==> config.mk <==
export PLATFORM = sky130hd
export DESIGN_NAME = qsfp_ctrl
export DESIGN_NICKNAME = d
export VERILOG_FILES = /design/src/rtl/qsfp_pkg.sv /design/src/rtl/qsfp_debounce.sv /design/src/rtl/qsfp_ctrl.sv
export SDC_FILE = /design/constraint.sdc
export NUM_CORES = 1
export LEC_CHECK = 0
export CORE_MARGIN = 3
export CORE_UTILIZATION = 40
export DETAILED_ROUTE_END_ITERATION = 16
export PLACE_DENSITY_LB_ADDON = 0.3
export RECOVER_POWER = 50
export SYNTH_ARGS = -nofsm -noshare
export SYNTH_HDL_FRONTEND = slang
export SYNTH_HIERARCHICAL = 1
export SYNTH_SLANG_ARGS = --single-unit
export TNS_END_PERCENT = 10
==> constraint.sdc <==
create_clock -name clk -period 3.1 [get_ports clk]
set_clock_uncertainty 0.05 [all_clocks]
set_input_delay 0.62 -clock clk [delete_from_list [all_inputs] [get_ports clk]]
set_output_delay 0.62 -clock clk [all_outputs]
set_load 0.03 [all_outputs]
==> src/rtl/qsfp_pkg.sv <==
// Shared definitions for the QSFP module controller: state encoding, timing
// defaults and the per-state pin levels.
package qsfp_pkg;

  localparam int unsigned RESET_CYCLES_DEF    = 32'd1563;
  localparam int unsigned INIT_CYCLES_DEF     = 32'd312500000;
  localparam int unsigned DEBOUNCE_CYCLES_DEF = 32'd15625;

  typedef enum logic [1:0] {
    ST_ABSENT = 2'd0,
    ST_RESET  = 2'd1,
    ST_INIT   = 2'd2,
    ST_READY  = 2'd3
  } qsfp_state_e;

  typedef struct packed {
    logic resetl;
    logic lpmode;
    logic modsell;
    logic phy_rst;
    logic led_y;
  } qsfp_pins_t;

  // Static pin levels implied by a state; the module is only fully released in READY.
  function automatic qsfp_pins_t pins_for(input qsfp_state_e s);
    qsfp_pins_t p;
    p.resetl  = (s == ST_INIT) || (s == ST_READY);
    p.lpmode  = (s != ST_READY);
    p.modsell = (s == ST_ABSENT);
    p.phy_rst = (s != ST_READY);
    p.led_y   = (s == ST_RESET) || (s == ST_INIT);
    return p;
  endfunction

endpackage

==> src/rtl/qsfp_debounce.sv <==
// Level debouncer: the output follows the input only after the input has
// disagreed with it for DEBOUNCE_CYCLES consecutive cycles.
module qsfp_debounce #(
  parameter int unsigned DEBOUNCE_CYCLES = 32'd15625
) (
  input  logic clk,
  input  logic rst_n,
  input  logic level_i,
  output logic level_o
);

  localparam int unsigned CNT_W = (DEBOUNCE_CYCLES > 32'd1) ? $clog2(DEBOUNCE_CYCLES) : 1;
  localparam logic [CNT_W-1:0] CNT_MAX = CNT_W'(DEBOUNCE_CYCLES - 32'd1);

  logic             level_d, level_q;
  logic [CNT_W-1:0] cnt_d, cnt_q;

  // Count consecutive disagreeing samples; any agreement restarts the count.
  always_comb begin
    level_d = level_q;
    cnt_d   = cnt_q;
    if (level_i == level_q) begin
      cnt_d = {CNT_W{1'b0}};
    end else if (cnt_q == CNT_MAX) begin
      level_d = level_i;
      cnt_d   = {CNT_W{1'b0}};
    end else begin
      cnt_d = cnt_q + {{(CNT_W-1){1'b0}}, 1'b1};
    end
  end

  // Debounce state registers.
  always_ff @(posedge clk or negedge rst_n) begin
    if (!rst_n) begin
      level_q <= 1'b0;
      cnt_q   <= {CNT_W{1'b0}};
    end else begin
      level_q <= level_d;
      cnt_q   <= cnt_d;
    end
  end

  assign level_o = level_q;

endmodule

==> src/rtl/qsfp_ctrl.sv <==
// QSFP module power-up controller: presence debounce, reset/low-power
// sequencing, rate select, sticky interrupt and status LEDs.
module qsfp_ctrl
  import qsfp_pkg::*;
#(
  parameter int unsigned RESET_CYCLES    = RESET_CYCLES_DEF,
  parameter int unsigned INIT_CYCLES     = INIT_CYCLES_DEF,
  parameter int unsigned DEBOUNCE_CYCLES = DEBOUNCE_CYCLES_DEF
) (
  input  logic       clk,
  input  logic       rst_n,
  input  logic       QSFP0_MODPRSL,
  input  logic       QSFP0_INTL,
  input  logic       sw_reset,
  input  logic       int_clr,
  input  logic [1:0] rate_sel,
  input  logic       link_up,
  output logic       QSFP0_RESETL,
  output logic       QSFP0_LPMODE,
  output logic       QSFP0_MODSELL,
  output logic       QSFP0_FS0,
  output logic       QSFP0_FS1,
  output logic       phy_rst,
  output logic       int_pending,
  output logic [1:0] state,
  output logic       LED_R,
  output logic       LED_Y,
  output logic       LED_G
);

  localparam logic [31:0] RESET_LOAD = 32'(RESET_CYCLES - 32'd1);
  localparam logic [31:0] INIT_LOAD  = 32'(INIT_CYCLES - 32'd1);

  logic        modprsl_meta_q, modprsl_sync_q;
  logic        intl_meta_q, intl_sync_q;
  logic        present;

  qsfp_state_e state_d, state_q;
  logic [31:0] cnt_d, cnt_q;
  logic [1:0]  fs_d, fs_q;
  qsfp_pins_t  pins_d, pins_q;
  logic        int_pending_d, int_pending_q;
  logic        led_r_d, led_r_q;
  logic        led_g_d, led_g_q;

  // Two-flop synchronizers; idle (deasserted) level is high for both pins.
  always_ff @(posedge clk or negedge rst_n) begin
    if (!rst_n) begin
      modprsl_meta_q <= 1'b1;
      modprsl_sync_q <= 1'b1;
      intl_meta_q    <= 1'b1;
      intl_sync_q    <= 1'b1;
    end else begin
      modprsl_meta_q <= QSFP0_MODPRSL;
      modprsl_sync_q <= modprsl_meta_q;
      intl_meta_q    <= QSFP0_INTL;
      intl_sync_q    <= intl_meta_q;
    end
  end

  qsfp_debounce #(
    .DEBOUNCE_CYCLES(DEBOUNCE_CYCLES)
  ) u_prs_debounce (
    .clk    (clk),
    .rst_n  (rst_n),
    .level_i(~modprsl_sync_q),
    .level_o(present)
  );

  // Sequencer next state: absence beats everything, then sw_reset, then timers.
  always_comb begin
    state_d = state_q;
    cnt_d   = cnt_q;
    fs_d    = fs_q;
    if (!present) begin
      state_d = ST_ABSENT;
      cnt_d   = 32'd0;
    end else if (sw_reset && (state_q != ST_ABSENT)) begin
      state_d = ST_RESET;
      cnt_d   = RESET_LOAD;
      fs_d    = rate_sel;
    end else begin
      case (state_q)
        ST_ABSENT: begin
          state_d = ST_RESET;
          cnt_d   = RESET_LOAD;
          fs_d    = rate_sel;
        end
        ST_RESET: begin
          if (cnt_q == 32'd0) begin
            state_d = ST_INIT;
            cnt_d   = INIT_LOAD;
          end else begin
            cnt_d = cnt_q - 32'd1;
          end
        end
        ST_INIT: begin
          if (cnt_q == 32'd0) begin
            state_d = ST_READY;
            cnt_d   = 32'd0;
          end else begin
            cnt_d = cnt_q - 32'd1;
          end
        end
        ST_READY: begin
          cnt_d = 32'd0;
        end
        default: begin
          state_d = ST_ABSENT;
          cnt_d   = 32'd0;
        end
      endcase
    end
  end

  // Output decode from the next state so every output lines up with state.
  always_comb begin
    pins_d = pins_for(state_d);
    if ((intl_sync_q == 1'b0) && (state_q == ST_READY)) begin
      int_pending_d = 1'b1;
    end else if (int_clr) begin
      int_pending_d = 1'b0;
    end else begin
      int_pending_d = int_pending_q;
    end
    led_r_d = (state_d == ST_ABSENT) || int_pending_d;
    led_g_d = (state_d == ST_READY) && link_up;
  end

  // Sequencer state and registered outputs.
  always_ff @(posedge clk or negedge rst_n) begin
    if (!rst_n) begin
      state_q       <= ST_ABSENT;
      cnt_q         <= 32'd0;
      fs_q          <= 2'b00;
      pins_q        <= pins_for(ST_ABSENT);
      int_pending_q <= 1'b0;
      led_r_q       <= 1'b1;
      led_g_q       <= 1'b0;
    end else begin
      state_q       <= state_d;
      cnt_q         <= cnt_d;
      fs_q          <= fs_d;
      pins_q        <= pins_d;
      int_pending_q <= int_pending_d;
      led_r_q       <= led_r_d;
      led_g_q       <= led_g_d;
    end
  end

  assign QSFP0_RESETL  = pins_q.resetl;
  assign QSFP0_LPMODE  = pins_q.lpmode;
  assign QSFP0_MODSELL = pins_q.modsell;
  assign phy_rst       = pins_q.phy_rst;
  assign LED_Y         = pins_q.led_y;
  assign QSFP0_FS0     = fs_q[0];
  assign QSFP0_FS1     = fs_q[1];
  assign int_pending   = int_pending_q;
  assign state         = state_q;
  assign LED_R         = led_r_q;
  assign LED_G         = led_g_q;

endmodule
==> results.yml <==
status:
  status: "complete, but fails checks"
  violations: "capacitance limit, slew limit"
worst_setup_path:
  critPathRequiredTime_ns: 3.27
  path_class: "reg -> reg"
  endpoint_kind: "flop"
  cp_slowest_cell: "or4_1"
  path_max_fanout: 4
  path_cells: "or3_1, or4_1, nand4bb_1, or4_1, and3_1, ha_1, or2_2"
  critPathBufInv: 0
  cpPeakStageDelay_ns: 0.46
  cp-start-kind: "flop"
  regToRegSetupSlack_ns: 0.25
  crit_path_frequent_cell: "or4_1"
  crit_family: "simple AND/OR/NAND/NOR gates"
  worstPathArrival_ns: 3.02
clock_tree:
  cts-root-buf: "clkbuf_8"
  cts.path.max_buffers: 2
  clk_pin_slew_ns: 0.07
  cts_made_buffers: 9
  cts_hold_buf: 0
  cts_sinks: 62
  h-tree-depth: 3
  cts_tree: "built"
  clock_latency_ns: 0.33
detailed_routing:
  wl_um: 5750
  routedWlPerCell_um: 13.7
  firstDrtPassIters: 4
  vias_per_cell: 5.04
  routed-via-count: 2122
  antenna_left: 0
  drc: 0
  drtIter0Drc: 87
synth:
  synth_nets: 310
  ys_seq_elements: 62
  netlist.area_leader.share: 0.449
  synth-main-ff-cell: "dfrtp_1"
  synthTopCellsByArea: "dfrtp_1 45%, xnor2_1 9.1%, dfstp_2 6.0%"
  synth_edf_count: 0
  syn_area_um2: 3070
  yosysTopAreaCell: "dfrtp_1"
  ys_async_sr_fraction: 1.00
  avgSynthCellArea_um2: 10.4
  syn_inst: 294
  ys_seq_area_frac: 0.509
  yosys_warnings: 6
  synth_cell_type_count: 44
layout:
  layout-drive-gt1-share: 0.134
  final_cells: 421
  nets: 333
  syn2layout_area_growth_pct: 16.8
  num_antenna_cells: 0
  layout_commonest_cell: "dfrtp_1"
  final_cell_mix: "55 x dfrtp_1, 46 x nor2_1, 32 x xnor2_1"
power:
  intPower_w: 0.00129
  power.density_nw_per_um2: 456
  power_frac_seq: 0.504
  pwr-share-clk: 0.472
  switching_share: 0.210
  combPwrFrac: 0.024
  irDropWorstVdd_v: 0.000265
  power_switching_w: 0.000342
  p_leak_nw: 1.68
sta:
  slew_viol_final: 42
  tns_ns: 0
  rsz0062_at_grt: "no"
  hold_viol: 0
  setup_viol: 0
  worstMarginPinSlew_ns: 2.11
  min_period_over_period: 0.919
  max_freq_mhz: 351
  holdWs_ns: 0.303
  fin_crit_ns: 2.85
  relSlewSlack: -0.406
floorplan:
  core_um2: 7330
  rows: 31
  die_w_um: 93.6
  dieHeight_um: 93.6
  start_util: 0.418
  die_area_um2: 8750
  pin_count: 21
place:
  io_buffer_count: 20
  placed_cells: 405
  gp_congestion: 0.790
  dp_hpwl_um: 3880
global_routing:
  grt_pass1_vias: 2102
  grt_pass1_wl_um: 10200
  antenna_found_initial: 0
  grt.total_usage: 0.148
  overflow: 0
  grt_max_degree: 42
worst_hold_path:
  holdCritPathClass: "reg -> reg"
job:
  drv_cap: 1
[timing repair]
item | 4_1_cts | 5_1_grt
buffers inserted | 0 | 0
endpoints found under the hold margin | 0 | 0
resized for setup | 0 | 2
endpoints found under the setup margin | 0 | 2
[kinds of logic after synthesis]
family / count (synthesis) / share of synthesized area
and+or+nand+nor: 135 / 0.243
DFF: 62 / 0.509
xor gates and xnor gates: 43 / 0.123
buffers and inverters: 24 / 0.0363
AOI/OAI and AO/OA: 20 / 0.0486
adders and majority gates: 7 / 0.0286
muxes: 3 / 0.0122
[registers in the layout (all words and copies together), names as in the netlist, 2 cells and up]
register and flops:
u_prs_debounce/cnt_q 14, fs_q 2, state 2, cnt_q 32
[per-layer routing]
metal,up-vias,part of all wire,GRT usage
li1,1056,-,-
met1,1036,0.49,0.193
met2,24,0.47,0.233
met3,6,0.029,0.0434
met4,0,0.014,0.0542
met5,-,0,0
[stage by stage]
stage	worst slack, ns	area (um^2)	util	power, W
final	0.252	3580	0.488	0.00163
after global placement	0.211	3360	0.458	0.000881
after CTS	0.127	3580	0.488	0.00166
after floorplan	0.192	3070	-	0.000850
after detailed placement	0.154	3360	0.458	0.000882
after global routing	0.0868	3580	0.488	0.00170
[layout make-up]
class                           instances  area (um^2)
Clock buffer                           14          183
Clock inverter                          2         37.5
Fill cell                             678         3750
Inverter                                9         33.8
Multi-Input combinational cell        208         1400
Sequential cell                        62         1560
Tap cell                               99          124
Timing Repair Buffer                   27          239
[Yosys cell counts (4+ instances only)]
library cell  number
or4_1              9
xnor2_1           32
xor2_1            11
nand3_1            8
nor3_1            15
or3_1              9
nor2_1            46
nand4_1            4
nor4_1            13
dfstp_2            7
ha_1               7
clkbuf_1           9
nand2_1            7
a21oi_1            6
inv_1              9
dfrtp_1           55
[power groups by stage]
| stage | clock (W) | combinational, W | sequential (W) |
|---|---|---|---|
| after global placement | 0 | 0.0000430 | 0.000838 |
| after global routing | 0.000828 | 0.0000467 | 0.000823 |
| final | 0.000770 | 0.0000399 | 0.000823 |
| after detailed placement | 0 | 0.0000441 | 0.000838 |
| after floorplan | 0 | 0.0000130 | 0.000837 |
| after CTS | 0.000797 | 0.0000442 | 0.000823 |
[worst paths after layout]
kind | cells after the start | start | endpoint
max | 7 | cnt_q[19]$_DFF_PN0_ | QSFP0_RESETL$_DFF_PN0_
min | 0 | intl_meta_q$_DFF_PN1_ | intl_sync_q$_DFF_PN1_
max reg2reg | 7 | cnt_q[19]$_DFF_PN0_ | QSFP0_RESETL$_DFF_PN0_
min reg2reg | 0 | intl_meta_q$_DFF_PN1_ | intl_sync_q$_DFF_PN1_
max in group asynchronous | 2 | rst_n | cnt_q[11]$_DFF_PN0_
min in group asynchronous | 1 | rst_n | u_prs_debounce/cnt_q[10]$_DFF_PN0_
Note: power is estimated with default switching activity, not from simulation.
